<file path="src/rtl/ldl_crc32_pkg.sv">
// Shared CRC-32 constants, byte bit-reversal helper and frame-checker state type.
package ldl_crc32_pkg;

  localparam logic [31:0] CRC32_POLY    = 32'h04C11DB7;
  localparam logic [31:0] CRC32_INIT    = 32'hFFFFFFFF;
  localparam logic [31:0] CRC32_RESIDUE = 32'hC704DD7B;

  typedef enum logic {
    IDLE     = 1'b0,
    IN_FRAME = 1'b1
  } state_e;

  // Wire order is LSB first, while the byte step shifts MSB first.
  function automatic logic [7:0] bitrev8(input logic [7:0] b);
    logic [7:0] r;
    for (int i = 0; i < 8; i++) begin
      r[i] = b[7-i];
    end
    return r;
  endfunction

endpackage

</file>
<file path="src/rtl/ldl_crc32_d8.sv">
// Combinational CRC-32 byte step: shifts data[7] first through the non-reflected register.
module ldl_crc32_d8
  import ldl_crc32_pkg::*;
(
  input  logic [7:0]  data,
  input  logic [31:0] crc_in,
  output logic [31:0] crc_out
);

  logic [31:0] acc;

  always_comb begin
    acc = crc_in;
    for (int i = 7; i >= 0; i--) begin
      if (acc[31] ^ data[i]) begin
        acc = {acc[30:0], 1'b0} ^ CRC32_POLY;
      end else begin
        acc = {acc[30:0], 1'b0};
      end
    end
    crc_out = acc;
  end

endmodule

</file>
<file path="src/rtl/ldl_crc32_dn_check.sv">
// NB-bytes-per-beat Ethernet CRC-32 frame checker with sof/eof framing,
// per-frame pass/fail pulse and saturating frame/error statistics.
module ldl_crc32_dn_check
  import ldl_crc32_pkg::*;
#(
  parameter int NB    = 4,
  parameter int CNT_W = 16
) (
  input  logic                  clk,
  input  logic                  rst_n,
  input  logic [8*NB-1:0]       data,
  input  logic                  valid,
  input  logic                  sof,
  input  logic                  eof,
  input  logic [$clog2(NB):0]   mod,
  input  logic                  stat_clr,
  output logic                  done,
  output logic                  err,
  output logic                  proto_err,
  output logic                  in_frame,
  output logic [CNT_W-1:0]      frm_cnt,
  output logic [CNT_W-1:0]      err_cnt
);

  state_e             state_q;
  logic [31:0]        crc_q;
  logic               done_q;
  logic               err_q;
  logic               perr_q;
  logic [CNT_W-1:0]   frm_cnt_q;
  logic [CNT_W-1:0]   frm_cnt_d;
  logic [CNT_W-1:0]   err_cnt_q;
  logic [CNT_W-1:0]   err_cnt_d;

  logic [31:0]        crcBase;
  logic [31:0]        crcEof;
  logic [31:0]        tap [NB+1];
  logic [7:0]         revByte [NB];
  logic [1:0]         errInc;
  logic [CNT_W:0]     frmSum;
  logic [CNT_W:0]     errSum;

  // A sof beat always restarts from init, also when it aborts a running frame.
  assign crcBase = (state_q == IN_FRAME && !sof) ? crc_q : CRC32_INIT;
  assign tap[0]  = crcBase;

  for (genvar g = 0; g < NB; g++) begin : g_chain
    assign revByte[g] = bitrev8(data[8*g +: 8]);
    ldl_crc32_d8 u_step (
      .data    (revByte[g]),
      .crc_in  (tap[g]),
      .crc_out (tap[g+1])
    );
  end

  always_comb begin
    crcEof = tap[NB];
    for (int i = 1; i < NB; i++) begin
      if (int'(mod) == i) begin
        crcEof = tap[i];
      end
    end
  end

  always_ff @(posedge clk or negedge rst_n) begin
    if (!rst_n) begin
      state_q <= IDLE;
      crc_q   <= CRC32_INIT;
      done_q  <= 1'b0;
      err_q   <= 1'b0;
      perr_q  <= 1'b0;
    end else begin
      done_q <= 1'b0;
      err_q  <= 1'b0;
      perr_q <= 1'b0;
      if (valid) begin
        if (state_q == IN_FRAME && sof) begin
          perr_q <= 1'b1;
        end
        if (state_q == IDLE && !sof) begin
          perr_q <= 1'b1;
        end else if (eof) begin
          done_q  <= 1'b1;
          err_q   <= (crcEof != CRC32_RESIDUE);
          crc_q   <= CRC32_INIT;
          state_q <= IDLE;
        end else begin
          crc_q   <= tap[NB];
          state_q <= IN_FRAME;
        end
      end
    end
  end

  // A sof+eof abort can bump the error counter by two in one cycle.
  assign errInc = {1'b0, done_q & err_q} + {1'b0, perr_q};
  assign frmSum = {1'b0, frm_cnt_q} + (CNT_W+1)'(done_q);
  assign errSum = {1'b0, err_cnt_q} + (CNT_W+1)'(errInc);

  always_comb begin
    frm_cnt_d = frmSum[CNT_W] ? {CNT_W{1'b1}} : frmSum[CNT_W-1:0];
    err_cnt_d = errSum[CNT_W] ? {CNT_W{1'b1}} : errSum[CNT_W-1:0];
  end

  always_ff @(posedge clk or negedge rst_n) begin
    if (!rst_n) begin
      frm_cnt_q <= '0;
      err_cnt_q <= '0;
    end else if (stat_clr) begin
      frm_cnt_q <= '0;
      err_cnt_q <= '0;
    end else begin
      frm_cnt_q <= frm_cnt_d;
      err_cnt_q <= err_cnt_d;
    end
  end

  assign done      = done_q;
  assign err       = err_q;
  assign proto_err = perr_q;
  assign in_frame  = (state_q == IN_FRAME);
  assign frm_cnt   = frm_cnt_q;
  assign err_cnt   = err_cnt_q;

endmodule

</file>
<file path="config.mk">
export PLATFORM = sky130hd
export DESIGN_NAME = ldl_crc32_dn_check
export DESIGN_NICKNAME = d
export VERILOG_FILES = /design/src/rtl/ldl_crc32_pkg.sv /design/src/rtl/ldl_crc32_d8.sv /design/src/rtl/ldl_crc32_dn_check.sv
export SDC_FILE = /design/constraint.sdc
export NUM_CORES = 1
export LEC_CHECK = 0
export BUFFER_PORTS_ARGS = -buffer_cell sky130_fd_sc_hd__buf_2
export CAP_MARGIN = 10
export CORE_MARGIN = 10
export CORE_UTILIZATION = 47
export CTS_BUF_LIST = sky130_fd_sc_hd__clkbuf_4
export CTS_CLUSTER_SIZE = 14
export DETAILED_ROUTE_END_ITERATION = 8
export GPL_TIMING_DRIVEN = 0
export HOLD_SLACK_MARGIN = 0.1
export PLACE_DENSITY = 0.68
export SYNTH_ARGS = -nofsm -noshare
export SYNTH_HDL_FRONTEND = slang
export SYNTH_SLANG_ARGS = --single-unit
</file>
<file path="constraint.sdc">
create_clock -name clk -period 9.4 [get_ports clk]
set_clock_uncertainty 0.15 [all_clocks]
set_input_delay 0.47 -clock clk [delete_from_list [all_inputs] [get_ports clk]]
set_output_delay 0.47 -clock clk [all_outputs]
set_load 0.02 [all_outputs]
</file>
==> metrics.csv, run 1 <==
metric,value,unit
Max Cap Violations,0,
total nets after synthesis,901,
sequential share of the synthesized area,20.3,%
most repeated library cell on the critical path,xor2_2,
most frequent cells in the layout,"xnor2_1 (184), xor2_1 (91), buf_2 (82), nor2_1 (56)",
all-layer global routing usage,19.8,%
top area cells in the synthesized netlist,"xnor2_1 (19%), xnor3_1 (14%), dfrtp_1 (10%)",
total area of sequential cells,1740,µm²
DPL Wire Length,19800,µm
Final Cycle Share,61.2,%
cell type with the largest total area after synthesis,xnor2_1,
slowest cell on the critical path,xor2_2,
final routed DRC violation total,0,
share of post-route cells with drive strength above 1,19.6,%
htree depth,3,
Boundary Pins,77,
Hold Worst Slack,190,ps
total standard cell area after synthesis,8600,µm²
initial antenna violation count,0,
buffer levels on the longest clock path,2,
total number of vias,6424,
CTS Buf Count,9,
Yosys top cell area share,18.7,%
via count of the first global-routing pass,6217,
chip width,155,µm
Crit Path Category,flop to flop,
maximum frequency from static timing analysis,0.174,GHz
max-slew violation count,0,
mean post-synth cell area,10.1,µm²
post-route antenna net violation count,0,
number of failing hold endpoints at the final stage,0,
count of port buffers added during placement,73,
filler cell count,1655,
number of distinct library cell variants in the gate-level netlist after synthesis,62,
drt pass-1 iters,5,
number of standard cells after synthesis,854,
wire length per cell,20.6,µm
vertical extent of the die,155,µm
post_cts resized,0,
largest net degree at the start of global routing,69,
placement row count,49,
worst path setup slack after routing,3650,ps
crit path launch type,flop,
async set or reset register ratio after synthesis,100,%
final-layout setup total negative slack,0,ps
last weighted congestion value of the routability-driven placer,0.967,
routed vias/inst,5.47,
unrepaired setup endpoints after global routing,false,
# nets final,987,
series of cell instances along the critical path,ha_1 > buf_4 > buf_4 > nand2_1 > mux2i_2 > xor2_2 > xnor2_1 > xor2_2 > xnor3_1 > xnor3_2 > xor2_2 > xnor2_2 > xor2_1 > or3_1 > a22oi_1 > a211oi_1,
status,"finished, final reports clean",
CTS tree,done,
root buf cell,clkbuf_4,
Tightest Pin Transition,1220,ps
clock input transition at the sequential cells of the worst setup and hold paths,120,ps
post-detailed-routing wire length,24200,µm
synth warn,0,
number of setup buffers added after CTS,0,
type of element capturing the critical path,flop,
crit-path leading delay family,XOR/XNOR gates,
GRT overflow,0,
Core Region,18000,µm²
initial cell density of the core,47.9,%
worst-path fanout max,10,
drt initial violations,583,
first-pass GRT wire length,37200,µm
clock sink count,68,
area occupied by multi-input gates,6650,µm²
synthesized flop and latch total,68,
required time of the critical path,9510,ps
Setup Viol. Count Final,0,
Slew Limit Headroom,18.1,%
worst skew pair latency,410,ps
critical path data arrival time,5860,ps
"leading cell type in the layout, fill and taps excluded",xnor2_1,
ys flop type,dfrtp_1,
worst path bufs/invs,2,
area added between synthesis and finish,9.68,%
diodes inserted,0,
Post-synth EDFFs,0,
path category of the worst min-delay check,input pin to flop,
setup slack at placement,3400,ps
Total Die Area,24100,µm²
min cycle time layout,5750,ps
largest stage delay on the critical path,620,ps
[cells in the mapped netlist, types with 6 or more instances]
cell	n
dfrtp_1	36
and2_1	8
nor2_1	56
nand2b_1	18
nand4_1	8
xor3_1	7
buf_2	10
mux2i_1	13
dfstp_2	32
xnor2_1	184
o21ai_0	12
and3_1	14
or3_1	6
o22a_1	11
nand3_1	15
xnor3_2	6
inv_1	11
clkbuf_1	14
xnor2_2	11
a21oi_1	55
nor2b_1	12
xor2_2	8
xnor3_1	55
nor3_1	20
buf_4	7
xor2_1	91
nand2_1	55
[metrics by stage]
| stage | area, µm² | instances | utilization [%] |
|---|---|---|---|
| 2_1_floorplan | 8600 | 854 | - |
| 3_3_place_gp | 9250 | 1156 | 51.5 |
| 3_5_place_dp | 9250 | 1156 | 51.5 |
| 4_1_cts | 9430 | 1174 | 52.5 |
| 5_1_grt | 9430 | 1174 | 52.5 |
| 6_report | 9430 | 1174 | 52.5 |
[registers in the layout (all words and copies together) (netlist names)]
signal,cells
crc_q,32
err_cnt,16
frm_cnt,16
done,1
err,1
in_frame,1
proto_err,1
[timing repair]
item,CTS,global route
setup endpoints to repair,0,0
hold endpoints to repair,38,0
hold buffers,2,0
[worst paths after layout]
kind | start | end | slack [ps] | depth (start not counted)
hold reg to reg | crc_q[28]$_DFFE_PN1P_ | crc_q[28]$_DFFE_PN1P_ | 380 | 2
hold / removal | valid | proto_err$_DFF_PN0_ | 190 | 2
max in group asynchronous | rst_n | err_cnt[3]$_DFF_PN0_ | 8000 | 2
setup reg to reg | in_frame$_DFFE_PN0P_ | err$_DFF_PN0_ | 3650 | 16
min in group asynchronous | rst_n | frm_cnt[3]$_DFF_PN0_ | 550 | 2
setup / recovery | in_frame$_DFFE_PN0P_ | err$_DFF_PN0_ | 3650 | 16
[metal layers]
layer | GRT usage, % | routed length (µm)
met1 | 27.0 | 10500
met2 | 32.4 | 11500
met3 | 3.14 | 1700
met4 | 4.10 | 444
met5 | 0 | 0
[area by class of cell]
cell class                      instances  area share (%)
Buffer                                 32            1.76
Clock buffer                            9           0.717
Clock inverter                          7           0.955
Inverter                               11           0.438
Multi-Input combinational cell        743            70.5
Sequential cell                        68            18.5
Tap cell                              229            3.04
Timing Repair Buffer                   75            4.11
[worst reg2reg max path: stages (launching register included)]
cell	delay [ps]
dfrtp_1	390
ha_1	170
buf_4	170
buf_4	190
nand2_1	90
mux2i_2	370
xor2_2	580
xnor2_1	280
xor2_2	620
xnor3_1	600
xnor3_2	460
xor2_2	320
xnor2_2	180
xor2_1	340
or3_1	160
a22oi_1	70
a211oi_1	450
[cell families after synthesis]
group	count (synthesis)	synth area share, %
AND/OR/NAND/NOR	247	14.9
flip-flops	68	20.3
AO/OA/AOI/OAI	102	7.12
adder cells (fa/ha/maj)	6	0.961
XOR/XNOR	370	52.2
buffers and inverters	43	2.42
multiplexers	18	2.20
Power of run 1 is left out: the tool's default activity adds up to more than one toggle a clock period on the data nets, which glitch-free logic cannot reach.
==> run 2: changes to the inputs <==
--- a/config.mk
+++ b/config.mk
@@ -5,6 +5,7 @@
 export SDC_FILE = /design/constraint.sdc
 export NUM_CORES = 1
 export LEC_CHECK = 0
+export ABC_AREA = 1
 export BUFFER_PORTS_ARGS = -buffer_cell sky130_fd_sc_hd__buf_2
 export CAP_MARGIN = 10
 export CORE_MARGIN = 10
==> constraint.sdc (replaced) <==
create_clock -name clk -period 5.6 [get_ports clk]
set_clock_uncertainty 0.15 [all_clocks]
set_input_delay 0.28 -clock clk [delete_from_list [all_inputs] [get_ports clk]]
set_output_delay 0.28 -clock clk [all_outputs]
set_load 0.02 [all_outputs]
==> metrics.csv, run 2 <==
metric,value,unit
Reg2Reg Setup Slack,600,ps
post-route antenna net violation count,0,
total standard cell area after synthesis,9220,µm²
GRT overflow,0,
drt pass-1 iters,7,
most common library cells after synthesis,"nand2_1 (653), nand3_1 (243), inv_1 (179), nor2_1 (76), xor2_1 (73)",
number of distinct library cell variants in the gate-level netlist after synthesis,42,
crit path launch type,flop,
mean post-synth cell area,5.74,µm²
largest stage delay on the critical path,420,ps
critical path data arrival time,5200,ps
share of post-route cells with drive strength above 1,15.5,%
min cycle time layout,5000,ps
total number of vias,10500,
synth warn,0,
first-pass GRT wire length,50500,µm
Tightest Pin Transition,849,ps
Max Cap Violations,0,
status,"finished, final reports clean",
Setup Viol. Count Final,0,
post_cts resized,0,
max-slew violation count,0,
initial cell density of the core,47.5,%
Core Region,19400,µm²
ys flop type,dfrtp_1,
clock input transition at the sequential cells of the worst setup and hold paths,110,ps
wire length per cell,16.4,µm
largest net degree at the start of global routing,69,
Slew Limit Headroom,43.0,%
most frequent cells in the layout,"nand2_1 (653), nand3_1 (243), inv_1 (179), buf_2 (77), nor2_1 (76)",
unrepaired setup endpoints after global routing,false,
slowest cell on the critical path,dfrtp_1,
vertical extent of the die,160,µm
most repeated library cell on the critical path,nand2_1,
drt initial violations,1050,
sequential share of the synthesized area,18.9,%
CTS tree,done,
Reg with most FFs,crc_q,
max FFs per register,32,
worst-path fanout max,10,
clock sink count,68,
Boundary Pins,77,
post-detailed-routing wire length,32400,µm
Final Cycle Share,89.2,%
DPL Wire Length,26500,µm
final-layout setup total negative slack,0,ps
async set or reset register ratio after synthesis,100,%
all-layer global routing usage,24.2,%
placement row count,51,
path category of the worst min-delay check,input pin to flop,
Crit Path Category,flop to flop,
# nets final,1747,
count of port buffers added during placement,76,
total nets after synthesis,1655,
htree depth,3,
initial antenna violation count,0,
number of failing hold endpoints at the final stage,0,
Non-Filler Instances,1970,
synthesized flop and latch total,68,
beginning of the critical path,in_frame$_DFFE_PN0P_,
maximum frequency from static timing analysis,0.200,GHz
last weighted congestion value of the routability-driven placer,0.973,
required time of the critical path,5800,ps
chip width,160,µm
final routed DRC violation total,0,
Worst Setup EP,err$_DFF_PN0_,
CTS Buf Count,9,
Post-Route Utilization,52.1,%
filler cell count,2143,
Total Die Area,25600,µm²
type of element capturing the critical path,flop,
Yosys top cell area share,26.6,%
"leading cell type in the layout, fill and taps excluded",nand2_1,
buffer levels on the longest clock path,2,
area added between synthesis and finish,9.47,%
Cell Count Post-Placement,1949,
routed vias/inst,5.32,
number of setup buffers added after CTS,0,
worst skew pair latency,440,ps
root buf cell,clkbuf_4,
cell type with the largest total area after synthesis,nand2_1,
Post-synth EDFFs,0,
worst flop-to-flop path endpoint,err$_DFF_PN0_,
area occupied by multi-input gates,6560,µm²
diodes inserted,0,
Worst R2R Path Depth,35,
most frequently used cell type in the post-synthesis netlist,nand2_1,
via count of the first global-routing pass,9370,
total area of sequential cells,1740,µm²
number of standard cells after synthesis,1608,
top area cells in the synthesized netlist,"nand2_1 (27%), nand3_1 (13%), dfrtp_1 (9.8%)",
critical register-to-register path startpoint,in_frame$_DFFE_PN0P_,
## run 2: cell count changes after synthesis, moves of 21 or more
cell     before  now
a21oi_1      55   31
inv_2         0   21
nand2_1      55  653
nand3_1      15  243
nand2_2       1   56
xnor3_1      55    0
nand2_4       0   21
inv_1        11  179
xnor2_1     184   23
## run 2: logic make-up after synthesis
group	count (synthesis)	synth area share [%]
AND/OR/NAND/NOR	1132	55.9
adder cells (fa/ha/maj)	6	0.895
buffers and inverters	223	10.0
flip-flops	68	18.9
XOR/XNOR	97	9.29
AO/OA/AOI/OAI	82	4.98
## run 2: routing by layer
layer	global-route usage [%]	vias up	part of all wire [%]
met4	5.13	0	1.6
met3	3.57	41	7.7
li1	-	5307	-
met5	0	-	0
met2	38.8	353	45
met1	33.7	4770	46
## run 2: how the worst min path moves through the flow
stage	startpoint	endpoint	slack, ps	depth (start not counted)
2_1_floorplan	rst_n	done$_DFF_PN0_	-170	0
5_1_grt	data[30]	crc_q[23]$_DFFE_PN1P_	260	6
3_5_place_dp	rst_n	frm_cnt[15]$_DFF_PN0_	290	1
4_1_cts	data[30]	crc_q[23]$_DFFE_PN1P_	220	5
6_report	data[30]	crc_q[23]$_DFFE_PN1P_	230	5
3_3_place_gp	stat_clr	frm_cnt[2]$_DFF_PN0_	350	2
## run 2: layout make-up
class	instances	share of cell area (%)
multi-input combinational	1317	65.0
buffer	19	1.51
clock buffer	9	0.669
tap	265	3.28
sequential	68	17.2
inverter	204	7.63
timing repair buffer	81	4.29
clock inverter	7	0.409
## run 2: per-stage QoR
step           hold slack, ps  cell area [µm²]  setup WS (ps)
2_1_floorplan            -166             9220           1750
3_3_place_gp              346             9940            665
3_5_place_dp              286             9940            654
4_1_cts                   218            10100            693
5_1_grt                   256            10100            223
6_report                  229            10100            603
## run 2: what timing repair did
item / 4_1_cts / 5_1_grt
endpoints found under the hold margin: 44 / 0
hold buffers: 5 / 0
endpoints found under the setup margin: 0 / 0
## run 2: critical path, delay by kind of cell (launching register included)
kind / cells / cell delay (ps)
AOI/OAI and AO/OA: 1 / 170
adders and majority gates: 1 / 240
DFF: 1 / 420
buffers and inverters: 3 / 350
and+or+nand+nor: 30 / 3570
Power of run 2 is left out for the same reason.
==> run 3: changes to the inputs <==
--- a/config.mk
+++ b/config.mk
@@ -13,9 +13,11 @@
 export CTS_BUF_LIST = sky130_fd_sc_hd__clkbuf_4
 export CTS_CLUSTER_SIZE = 14
 export DETAILED_ROUTE_END_ITERATION = 8
+export GPL_ROUTABILITY_DRIVEN = 0
 export GPL_TIMING_DRIVEN = 0
 export HOLD_SLACK_MARGIN = 0.1
-export PLACE_DENSITY = 0.68
+export PLACE_DENSITY = 0.71
+export SKIP_CTS_REPAIR_TIMING = 1
 export SYNTH_ARGS = -nofsm -noshare
 export SYNTH_HDL_FRONTEND = slang
 export SYNTH_SLANG_ARGS = --single-unit
==> constraint.sdc (replaced) <==
create_clock -name clk -period 4.4 [get_ports clk]
set_clock_uncertainty 0.15 [all_clocks]
set_input_delay 0.22 -clock clk [delete_from_list [all_inputs] [get_ports clk]]
set_output_delay 0.22 -clock clk [all_outputs]
set_load 0.02 [all_outputs]
==> metrics.csv, run 3 (same netlist as run 2, synthesis figures left out) <==
metric,value,unit
via count of the first global-routing pass,9294,
critical path data arrival time,4580,ps
beginning of the critical path,in_frame$_DFFE_PN0P_,
number of failing hold endpoints at the final stage,0,
largest net degree at the start of global routing,69,
clock sink count,68,
worst skew pair latency,410,ps
root buf cell,clkbuf_4,
"leading cell type in the layout, fill and taps excluded",nand2_1,
buffer levels on the longest clock path,2,
max-slew violation count,0,
Max Cap Violations,0,
share of post-route cells with drive strength above 1,27.5,%
initial cell density of the core,47.5,%
post-detailed-routing wire length,33800,µm
Reg with most FFs,crc_q,
post-route standard cell area excluding fillers,11700,µm²
CTS Buf Count,9,
wire length per cell,16.4,µm
Crit Path Category,flop to flop,
worst path bufs/invs,8,
max FFs per register,32,
DPL Wire Length,25200,µm
type of element capturing the critical path,flop,
Hold Worst Slack,143,ps
Reg2Reg Setup Slack,-40,ps
GRT overflow,0,
slowest cell on the critical path,dfrtp_1,
Final Cycle Share,101,%
required time of the critical path,4540,ps
diodes inserted,0,
Core Region,19400,µm²
CTS tree,done,
first-pass GRT wire length,48500,µm
unrepaired setup endpoints after global routing,true,
largest stage delay on the critical path,440,ps
htree depth,3,
clock input transition at the sequential cells of the worst setup and hold paths,110,ps
path category of the worst min-delay check,input pin to flop,
# nets final,1830,
post-route antenna net violation count,0,
vertical extent of the die,160,µm
initial antenna violation count,0,
violations in the final reports,setup timing,
maximum frequency from static timing analysis,0.225,GHz
placement row count,51,
Tightest Pin Transition,848,ps
routed vias/inst,5.48,
worst-path fanout max,10,
chip width,160,µm
Total Die Area,25600,µm²
status,"complete, but fails checks",
drt initial violations,1258,
area added between synthesis and finish,26.9,%
count of port buffers added during placement,76,
final routed DRC violation total,0,
Slew Limit Headroom,43.5,%
total number of vias,11200,
worst path setup slack after routing,-43.4,ps
critical register-to-register path startpoint,in_frame$_DFFE_PN0P_,
Post-Route Utilization,60.3,%
drt pass-1 iters,6,
Placement Cell Area,9940,µm²
crit path launch type,flop,
setup slack at placement,-577,ps
Setup Viol. Count Final,1,
most frequent cells in the layout,"nand2_1 (569), nand3_1 (210), inv_1 (174), nand2_2 (106)",
min cycle time layout,4440,ps
all-layer global routing usage,23.1,%
startpoint of the most critical hold path,data[30],
crit-path leading delay family,simple AND/OR/NAND/NOR gates,
Boundary Pins,77,
## run 3: cell count changes in the layout (fill, tap and decap cells not counted), sizes merged
cell and delta:
buf +78, bufinv +2, clkbuf +7, clkinv -1
clkinvlp +1, inv -5, nand2 +1
## run 3: routing by layer
layer / vias to the layer above / track usage, % / wire, µm
met1: 5144 / 32.0 / 14200
li1: 5467 / - / -
met4: 0 / 5.43 / 908
met2: 557 / 36.6 / 15400
met3: 75 / 3.60 / 3300
met5: - / 0 / 0
## run 3: final cells by class
cell class              instances  area, µm²
well taps                     265        332
repair buffers                163       1120
multi-input cells            1318       7340
clock inverters                 4       73.8
inverters                     204        811
fillers                      1886       7690
plain buffers                  19        200
clock buffers                  12       90.1
flip-flops and latches         68       1740
## run 3: path summary, 6_finish.rpt
check / endpoint / cells after the start
min in group asynchronous: frm_cnt[13]$_DFF_PN0_ / 2
hold reg to reg: crc_q[14]$_DFFE_PN1P_ / 2
setup / recovery: err$_DFF_PN0_ / 36
hold / removal: crc_q[23]$_DFFE_PN1P_ / 6
max in group asynchronous: err_cnt[10]$_DFF_PN0_ / 2
setup reg to reg: err$_DFF_PN0_ / 36
## run 3: metrics by stage
step	TNS, ps	instances
after floorplan	0	1608
after global routing	-555	2053
after detailed placement	-992	1949
after CTS	-1030	1965
final	-43.4	2053
after global placement	-616	1949
## run 3: tightest hold or removal path, cell delays in order
cell and delay (ps):
buf_2 100, nand2_1 70, nand2_1 60, nand2_1 50, nand2_2 130, a21oi_1 80
Power of run 3 is left out for the same reason.
